$ cat src/rtl/mem_stage.sv
// Memory stage: captures one execute-stage op, performs at most one data-memory
// access (request/grant then response), and presents a one-cycle writeback beat.
module mem_stage (
  input  logic        i_clk,
  input  logic        i_rst_n,
  input  logic        i_valid,
  input  logic [31:0] i_inst,
  input  logic [31:0] i_alu_result,
  input  logic [31:0] i_data_2,
  input  logic        i_mem_rw,
  input  logic [2:0]  i_load_store_mode,
  input  logic [1:0]  i_wb_sel,
  input  logic [31:0] i_pc_inc,
  input  logic        i_reg_wr_en,
  output logic        o_stall,
  output logic        o_dmem_req,
  output logic        o_dmem_we,
  output logic [31:0] o_dmem_addr,
  output logic [31:0] o_dmem_wdata,
  output logic [3:0]  o_dmem_be,
  input  logic        i_dmem_gnt,
  input  logic        i_dmem_rvalid,
  input  logic [31:0] i_dmem_rdata,
  output logic        o_valid,
  output logic [31:0] o_inst,
  output logic [31:0] o_alu_result,
  output logic [31:0] o_load_data,
  output logic [31:0] o_pc_inc,
  output logic [1:0]  o_wb_sel,
  output logic        o_reg_wr_en,
  output logic        o_misaligned
);

  typedef enum logic [1:0] {IDLE, REQ, RSP} state_e;
  typedef enum logic [1:0] {SZ_B, SZ_H, SZ_W} size_e;

  // Unlisted mode codes fall back to a full word access.
  function automatic size_e decodeSize(input logic [2:0] mode);
    case (mode)
      3'b000, 3'b100: decodeSize = SZ_B;
      3'b001, 3'b101: decodeSize = SZ_H;
      default:        decodeSize = SZ_W;
    endcase
  endfunction

  state_e      state_q, state_d;
  logic        valid_q, valid_d;
  logic [31:0] loadData_q, loadData_d;

  logic [31:0] inst_q, aluResult_q, data2_q, pcInc_q;
  logic        memRw_q, unsigned_q, regWrEn_q, misaligned_q;
  logic [1:0]  wbSel_q;
  size_e       size_q;

  logic        captureEn, inIsMem, inMisaligned;
  size_e       inSize;
  logic [3:0]  storeLanes;
  logic [31:0] storeData, rdShifted, loadExt;

  assign captureEn = (state_q == IDLE) && i_valid;
  assign inIsMem   = i_mem_rw || (i_wb_sel == 2'b00);
  assign inSize    = decodeSize(i_load_store_mode);
  assign inMisaligned = inIsMem &&
                        (((inSize == SZ_H) && i_alu_result[0]) ||
                         ((inSize == SZ_W) && (i_alu_result[1:0] != 2'b00)));

  always_ff @(posedge i_clk or negedge i_rst_n) begin
    if (!i_rst_n) begin
      inst_q       <= '0;
      aluResult_q  <= '0;
      data2_q      <= '0;
      pcInc_q      <= '0;
      memRw_q      <= 1'b0;
      unsigned_q   <= 1'b0;
      regWrEn_q    <= 1'b0;
      misaligned_q <= 1'b0;
      wbSel_q      <= '0;
      size_q       <= SZ_B;
    end else if (captureEn) begin
      inst_q       <= i_inst;
      aluResult_q  <= i_alu_result;
      data2_q      <= i_data_2;
      pcInc_q      <= i_pc_inc;
      memRw_q      <= i_mem_rw;
      unsigned_q   <= (i_load_store_mode == 3'b100) || (i_load_store_mode == 3'b101);
      regWrEn_q    <= i_reg_wr_en;
      misaligned_q <= inMisaligned;
      wbSel_q      <= i_wb_sel;
      size_q       <= inSize;
    end
  end

  always_ff @(posedge i_clk or negedge i_rst_n) begin
    if (!i_rst_n) begin
      state_q    <= IDLE;
      valid_q    <= 1'b0;
      loadData_q <= '0;
    end else begin
      state_q    <= state_d;
      valid_q    <= valid_d;
      loadData_q <= loadData_d;
    end
  end

  // Shifting the addressed lane down to bit 0 makes extraction offset-free.
  always_comb begin
    rdShifted = i_dmem_rdata >> {aluResult_q[1:0], 3'b000};
    case (size_q)
      SZ_B:    loadExt = unsigned_q ? {24'b0, rdShifted[7:0]}
                                    : {{24{rdShifted[7]}}, rdShifted[7:0]};
      SZ_H:    loadExt = unsigned_q ? {16'b0, rdShifted[15:0]}
                                    : {{16{rdShifted[15]}}, rdShifted[15:0]};
      default: loadExt = i_dmem_rdata;
    endcase
  end

  always_comb begin
    state_d    = state_q;
    valid_d    = 1'b0;
    loadData_d = loadData_q;
    case (state_q)
      IDLE: begin
        if (i_valid) begin
          if (!inIsMem || inMisaligned) valid_d = 1'b1;
          else                          state_d = REQ;
        end
      end
      REQ: begin
        if (i_dmem_gnt) begin
          if (memRw_q) begin
            state_d = IDLE;
            valid_d = 1'b1;
          end else begin
            state_d = RSP;
          end
        end
      end
      RSP: begin
        if (i_dmem_rvalid) begin
          state_d    = IDLE;
          valid_d    = 1'b1;
          loadData_d = loadExt;
        end
      end
      default: state_d = IDLE;
    endcase
  end

  always_comb begin
    case (size_q)
      SZ_B: begin
        storeLanes = 4'b0001 << aluResult_q[1:0];
        storeData  = {4{data2_q[7:0]}};
      end
      SZ_H: begin
        storeLanes = 4'b0011 << aluResult_q[1:0];
        storeData  = {2{data2_q[15:0]}};
      end
      default: begin
        storeLanes = 4'b1111;
        storeData  = data2_q;
      end
    endcase
  end

  always_comb begin
    o_stall      = (state_q != IDLE);
    o_dmem_req   = (state_q == REQ);
    o_dmem_we    = o_dmem_req && memRw_q;
    o_dmem_be    = o_dmem_req ? storeLanes : 4'b0000;
    o_dmem_addr  = {aluResult_q[31:2], 2'b00};
    o_dmem_wdata = storeData;
    o_valid      = valid_q;
    o_inst       = inst_q;
    o_alu_result = aluResult_q;
    o_load_data  = loadData_q;
    o_pc_inc     = pcInc_q;
    o_wb_sel     = wbSel_q;
    o_reg_wr_en  = regWrEn_q && !misaligned_q;
    o_misaligned = valid_q && misaligned_q;
  end

endmodule

$ cat config.mk
export PLATFORM = sky130hd
export DESIGN_NAME = mem_stage
export DESIGN_NICKNAME = d
export VERILOG_FILES = /design/src/rtl/mem_stage.sv
export SDC_FILE = /design/constraint.sdc
export NUM_CORES = 1
export LEC_CHECK = 0
export CAP_MARGIN = 10
export CORE_MARGIN = 10
export CORE_UTILIZATION = 42
export CTS_BUF_LIST = sky130_fd_sc_hd__clkbuf_8
export DETAILED_ROUTE_END_ITERATION = 10
export HOLD_SLACK_MARGIN = 0.1
export MAX_ROUTING_LAYER = met4
export PLACE_DENSITY = 0.93
export RECOVER_POWER = 100
export SYNTH_ARGS = -nofsm -noshare
export SYNTH_HDL_FRONTEND = slang
export SYNTH_SLANG_ARGS = --single-unit
$ cat constraint.sdc
create_clock -name i_clk -period 2.3 [get_ports i_clk]
set_clock_uncertainty 0.05 [all_clocks]
set_input_delay 0.46 -clock i_clk [delete_from_list [all_inputs] [get_ports i_clk]]
set_output_delay 0.46 -clock i_clk [all_outputs]
set_load 0.01 [all_outputs]
==> impl_metrics.tcl, run 1 <==
set metrics [dict create \
    antenna_found_initial 0 \
    syn_to_final_growth_pct 55.5 \
    place_area_um2 11700 \
    rows 49 \
    peakVddDrop_mv 0.507 \
    numClockSinks 171 \
    top_usage_layer "met2" \
    gp_congestion 0.907 \
    syn_inst 900 \
    met3_usage_pct 7.50 \
    startpoint "size_q[1]$_DFFE_PN0P_" \
    io_buffers 373 \
    root_buffer "clkbuf_8" \
    cp-endpoint "o_dmem_wdata[10]" \
    cp_max_fo 6 \
    ys_types 41 \
    clock_path_buffers 2 \
    route.vias.total 7593 \
    cap_violations 0 \
    numCtsBuffers 17 \
    fin_crit_sh_pct 99.8 \
    insertion_delay_ns 0.45 \
    synth_area_um2 7790 \
    grt_start_max_net_pins 83 \
    die_area_um2 24400 \
    final_cell_area_um2 12100 \
    cts_tree "done" \
    drtIter0Drc 530 \
    max_freq_ghz 0.436 \
    status "completed" \
    grt_util_met2_pct 41.0 \
    grt_pass1_wl_um 44500 \
    fin_crit_ns 2.29 \
    hold_viol 0 \
    start_util_pct 43.1 \
    track_usage_pct 24.0 \
    grt_overflow 0 \
    muxShareOfSynthArea_pct 5.30 \
    endpoint_kind "primary output" \
    r2r_end "o_load_data[17]$_DFFE_PN0P_" \
    nets 1418 \
    firstDrtPassIters 5 \
    core_um2 18100 \
    r2r_start "o_alu_result[0]$_DFFE_PN0P_" \
    wirelength_um 29300 \
    max_slew.worst_pin.slew_ns 1.43 \
    final_common_cell "nand2_1" \
    seq_area_frac_synth_pct 54.9 \
    mostFrequentLayoutCells "nand2_1 (434), dlygate4sd3_1 (172), dfrtp_1 (170), clkdlybuf4s50_1 (170), o21ai_0 (31)" \
    rr_worst_depth 7 \
    yosysWarnings 0 \
    dieHeight_um 156 \
    layout-drive-gt1-share_pct 10.0 \
    dieWidth_um 156 \
    syn-mean-instance-area_um2 8.65 \
    dpl.hpwl_um 22600 \
    synth_top_family_by_area "simple AND/OR/NAND/NOR gates" \
    drc_errors 0 \
    clk_pin_slew_ns 0.09 \
    crit_required_ns 1.79 \
    ys_seq_elements 171 \
    grt_use_met1_pct 26.0 \
    hold_path.class "register to register" \
    power_leakage_nw 6.08 \
    postRouteAntennaNets 0 \
    synth_compound_area_share_pct 6.04 \
    slew_headroom_pct 4.71 \
    critPathKind "register to primary output" \
    holdWs_ns 0.424 \
    slew_violations 0 \
    synthAdderAreaFrac_pct 0 \
    rsz0062_at_grt "true" \
    power_density_nw_per_um2 1010 \
    antenna_cells 0 \
    synth_xor_area_share_pct 0 \
    crit_arrival_ns 1.78 \
    wl_per_cell_um 19.7 \
    setup_viol 0 \
    synthSimpleGateAreaFrac_pct 26.6 \
    grt_pass1_vias 7987 \
    ioPinCount 376 \
    cp-start-kind "register" \
    r2r_setup_slack_ns 0.05 \
    hp-start "o_pc_inc[0]$_DFFE_PN0P_" \
    vias_per_cell 5.11 \
    ctsHtreeMaxLevel 4 \
]
[per-layer routing]
layer | wire length (um) | share of wire, %
met1 | 11100 | 38
met3 | 2650 | 9.1
met4 | 646 | 2.2
met2 | 14900 | 51
met5 | 0 | 0
[kinds of logic after synthesis]
| kind of cell | count (synthesis) |
|---|---|
| simple gates | 511 |
| buf+inv | 102 |
| compound gates | 77 |
| mux | 38 |
| other cells | 1 |
| flops | 171 |
[state kept, by name, summed over array words and instances, names as in the netlist]
register / count
data2_q: 32
o_alu_result: 32
o_inst: 32
o_load_data: 32
o_pc_inc: 32
o_wb_sel: 2
size_q: 2
state_q: 2
memRw_q: 1
misaligned_q: 1
o_valid: 1
regWrEn_q: 1
unsigned_q: 1
[worst min-delay path by stage]
stage / to / slack (ns) / cells past startpoint
after floorplan: data2_q[0]$_DFFE_PN0P_ / 0.11 / 0
after global placement: data2_q[19]$_DFFE_PN0P_ / 0.40 / 2
after detailed placement: data2_q[16]$_DFFE_PN0P_ / 0.41 / 1
after CTS: data2_q[21]$_DFFE_PN0P_ / 0.43 / 2
after global routing: o_inst[30]$_DFFE_PN0P_ / 0.45 / 3
final: o_pc_inc[0]$_DFFE_PN0P_ / 0.42 / 2
[cells in the mapped netlist]
library cell / count / area, um2
o22a_1: 1 / 8.76
o21ai_0: 31 / 155
a21o_1: 3 / 22.5
nor3b_1: 1 / 7.51
and2_1: 2 / 12.5
nand3_1: 22 / 110
a221oi_1: 1 / 8.76
buf_4: 41 / 308
dfrtp_1: 171 / 4280
o221ai_1: 2 / 17.5
a21oi_1: 15 / 75.1
nand2_1: 435 / 1630
a22oi_1: 4 / 30.0
mux2i_1: 21 / 210
or4_1: 1 / 7.51
a2bb2oi_1: 3 / 26.3
o21bai_1: 1 / 7.51
clkbuf_1: 43 / 161
mux4_2: 1 / 22.5
a221o_1: 1 / 10.0
nand2b_1: 8 / 50.1
a211o_1: 1 / 8.76
buf_1: 7 / 26.3
nor2b_1: 3 / 18.8
nand3_2: 10 / 100
o22ai_1: 5 / 31.3
inv_1: 7 / 26.3
and3b_1: 1 / 8.76
buf_2: 3 / 15.0
nor4_1: 1 / 6.26
conb_1: 1 / 3.75
a31o_2: 2 / 17.5
nor4b_1: 1 / 8.76
or2_2: 2 / 12.5
nand3b_1: 2 / 15.0
a31oi_1: 4 / 25.0
nor3_1: 1 / 5.00
buf_6: 1 / 11.3
mux2_2: 16 / 180
nor2_1: 21 / 78.8
a22o_1: 3 / 26.3
[report_power, final]
group	total (mW)	internal [mW]	switching, mW
Sequential	4.57	3.93	0.634
Clock	2.28	1.17	1.12
Combinational	5.39	2.67	2.71
[stage by stage]
stage,power [mW],std cells,worst slack [ns],util (%),TNS (ns)
6_report,12.2,1485,0.00522,67.0,0
3_3_place_gp,10.2,1446,-0.0697,64.6,-1.01
5_1_grt,13.0,1485,-0.0610,67.0,-0.434
2_1_floorplan,7.06,901,0.204,-,0
4_1_cts,12.7,1485,-0.117,67.3,-0.133
3_5_place_dp,10.4,1446,-0.0863,64.6,-1.17
[what timing repair did]
item,4_1_cts,5_1_grt
hold buffers,1,0
hold endpoints to repair,48,0
buffers inserted,9,0
pin swaps,1,1
setup endpoints to repair,31,17
cloned,0,0
gates resized for setup,60,32
[area by class of cell]
cell class	count	area (um2)
clock buffers	17	234
repair buffers	421	4100
flip-flops and latches	171	4280
fillers	1380	5970
well taps	229	287
clock inverters	12	175
multi-input cells	628	3010
inverters	7	26.3
[critical path, cell delays in order, from the launching register on]
cell and delay [ns]:
dfrtp_2 0.47, buf_4 0.18, or2_4 0.27, mux2_2 0.28
buf_2 0.14
No activity file was read; power rests on OpenSTA's default activity.
==> run 2, diff against run 1 <==
--- a/config.mk
+++ b/config.mk
@@ -10,10 +10,12 @@
 export CORE_UTILIZATION = 42
 export CTS_BUF_LIST = sky130_fd_sc_hd__clkbuf_8
 export DETAILED_ROUTE_END_ITERATION = 10
+export GPL_ROUTABILITY_DRIVEN = 1
 export HOLD_SLACK_MARGIN = 0.1
 export MAX_ROUTING_LAYER = met4
 export PLACE_DENSITY = 0.93
 export RECOVER_POWER = 100
+export SKIP_LAST_GASP = 1
 export SYNTH_ARGS = -nofsm -noshare
 export SYNTH_HDL_FRONTEND = slang
 export SYNTH_SLANG_ARGS = --single-unit
==> run 2 against run 1 <==
Register-to-register slack improved by 0.02 ns. Maximum frequency rose by 2.6%. Wire length shrank 0.15%. Cell count grew 0.13%. Sequential cell count unchanged. Sequential power hardly changed. Largest cell class unchanged. Worst hold slack better by 0.0014 ns. Design area hardly changed. Critical path depth unchanged. Clock power is essentially flat. Count of clock-buffer cells in the layout did not move. Via count fell by 0.18%.
==> impl_metrics.tcl, run 2 (synthesis gave the netlist of run 1 again) <==
set metrics [dict create \
    status "completed" \
    numCtsBuffers 17 \
    antenna_found_initial 0 \
    setup_ws_ns 0.0636 \
    clk_pin_slew_ns 0.09 \
    max_slew.worst_pin.slew_ns 1.47 \
    numClockSinks 171 \
    cp-endpoint "o_dmem_wdata[10]" \
    wirelength_um 29200 \
    hold_path.class "register to register" \
    ctsHtreeMaxLevel 4 \
    die_area_um2 24400 \
    setup_viol 0 \
    cts_tree "done" \
    io_buffers 373 \
    cp-start-kind "register" \
    core_um2 18100 \
    insertion_delay_ns 0.45 \
    mostFrequentLayoutCells "nand2_1 (434), dlygate4sd3_1 (173), dfrtp_1 (169), clkdlybuf4s50_1 (169), o21ai_0 (31)" \
    rsz0062_at_grt "true" \
    gp_congestion 0.907 \
    grt_overflow 0 \
    peakVddDrop_mv 0.509 \
    firstDrtPassIters 5 \
    postRouteAntennaNets 0 \
    slew_violations 0 \
    grt_pass1_vias 7984 \
    r2r_setup_slack_ns 0.07 \
    power_leakage_nw 6.08 \
    slew_headroom_pct 1.78 \
    r2r_start "o_alu_result[0]$_DFFE_PN0P_" \
    nets 1420 \
    r2r_end "o_load_data[17]$_DFFE_PN0P_" \
    syn_to_final_growth_pct 55.6 \
    endpoint_kind "primary output" \
    preCtsSetupSlack_ns -0.0863 \
    startpoint "size_q[1]$_DFFE_PN0P_" \
    cp_max_fo 4 \
    critPathKind "register to primary output" \
    ioPinCount 376 \
    drc_errors 0 \
    route.vias.total 7579 \
    start_util_pct 43.1 \
    final_cells 1487 \
    power_density_nw_per_um2 1010 \
    rr_worst_depth 7 \
    dpl.hpwl_um 22600 \
    layout-drive-gt1-share_pct 9.30 \
    crit_arrival_ns 1.73 \
    crit_required_ns 1.79 \
    wl_per_cell_um 19.7 \
    clock_path_buffers 2 \
    max_freq_ghz 0.447 \
    rows 49 \
    placedCellCount 1446 \
    antenna_cells 0 \
    track_usage_pct 24.0 \
    cap_violations 0 \
    fin_crit_ns 2.24 \
    hold_viol 0 \
    fin_setup_tns_ns 0 \
    final_common_cell "nand2_1" \
    vias_per_cell 5.10 \
    root_buffer "clkbuf_8" \
    drtIter0Drc 486 \
    dieHeight_um 156 \
    fin_crit_sh_pct 97.2 \
    grt_start_max_net_pins 83 \
    dieWidth_um 156 \
    grt_pass1_wl_um 44500 \
]
run 2: per-stage QoR:
stage	instance area (um2)	util (%)	hold slack [ns]	power [mW]
2_1_floorplan	7790	-	0.114	7.06
3_3_place_gp	11700	64.6	0.402	10.2
3_5_place_dp	11700	64.6	0.408	10.4
4_1_cts	12200	67.2	0.428	12.7
5_1_grt	12100	67.0	0.448	13.0
6_report	12100	67.0	0.425	12.2
run 2: metal layers:
| metal | wire length [um] | share of wire, % | GRT usage [%] |
|---|---|---|---|
| met4 | 639 | 2.2 | 7.91 |
| met3 | 2480 | 8.5 | 7.50 |
| met5 | 0 | 0 | - |
| met1 | 11200 | 38 | 26.1 |
| met2 | 14900 | 51 | 40.9 |
run 2: repair_timing:
action                                  4_1_cts  5_1_grt
hold endpoints to repair                     48        0
setup buffers                                 9        2
endpoints found under the setup margin       31       22
hold buffers                                  1        0
cloned                                        0        0
gates resized for setup                      52       40
pin swaps                                     1        2
run 2: critical path, stage by stage, from the launching register on:
cell	delay [ns]
dfrtp_2	0.45
buf_4	0.17
or2_4	0.25
mux2_2	0.27
buf_2	0.14
run 2: area by class of cell:
| class | instances | area [um2] |
|---|---|---|
| clock inverters | 12 | 175 |
| inverters | 7 | 26.3 |
| well taps | 229 | 287 |
| flip-flops and latches | 171 | 4280 |
| repair buffers | 423 | 4120 |
| fillers | 1375 | 5960 |
| clock buffers | 17 | 234 |
| multi-input cells | 628 | 2990 |
run 2: report_power, final:
| part | leakage, nW | switching (mW) | internal, mW |
|---|---|---|---|
| logic | 3.77 | 2.71 | 2.68 |
| clock network | 0.205 | 1.12 | 1.17 |
| registers | 2.10 | 0.631 | 3.93 |
| total | 6.08 | 4.46 | 7.78 |
run 2: how the worst min path moves through the flow:
stage | cells after the start | startpoint | endpoint | slack (ns)
after floorplan | 0 | i_rst_n | data2_q[0]$_DFFE_PN0P_ | 0.11
after global placement | 2 | data2_q[19]$_DFFE_PN0P_ | data2_q[19]$_DFFE_PN0P_ | 0.40
after detailed placement | 1 | i_rst_n | data2_q[16]$_DFFE_PN0P_ | 0.41
after CTS | 2 | data2_q[21]$_DFFE_PN0P_ | data2_q[21]$_DFFE_PN0P_ | 0.43
after global routing | 3 | i_inst[30] | o_inst[30]$_DFFE_PN0P_ | 0.45
final | 2 | o_inst[30]$_DFFE_PN0P_ | o_inst[30]$_DFFE_PN0P_ | 0.43
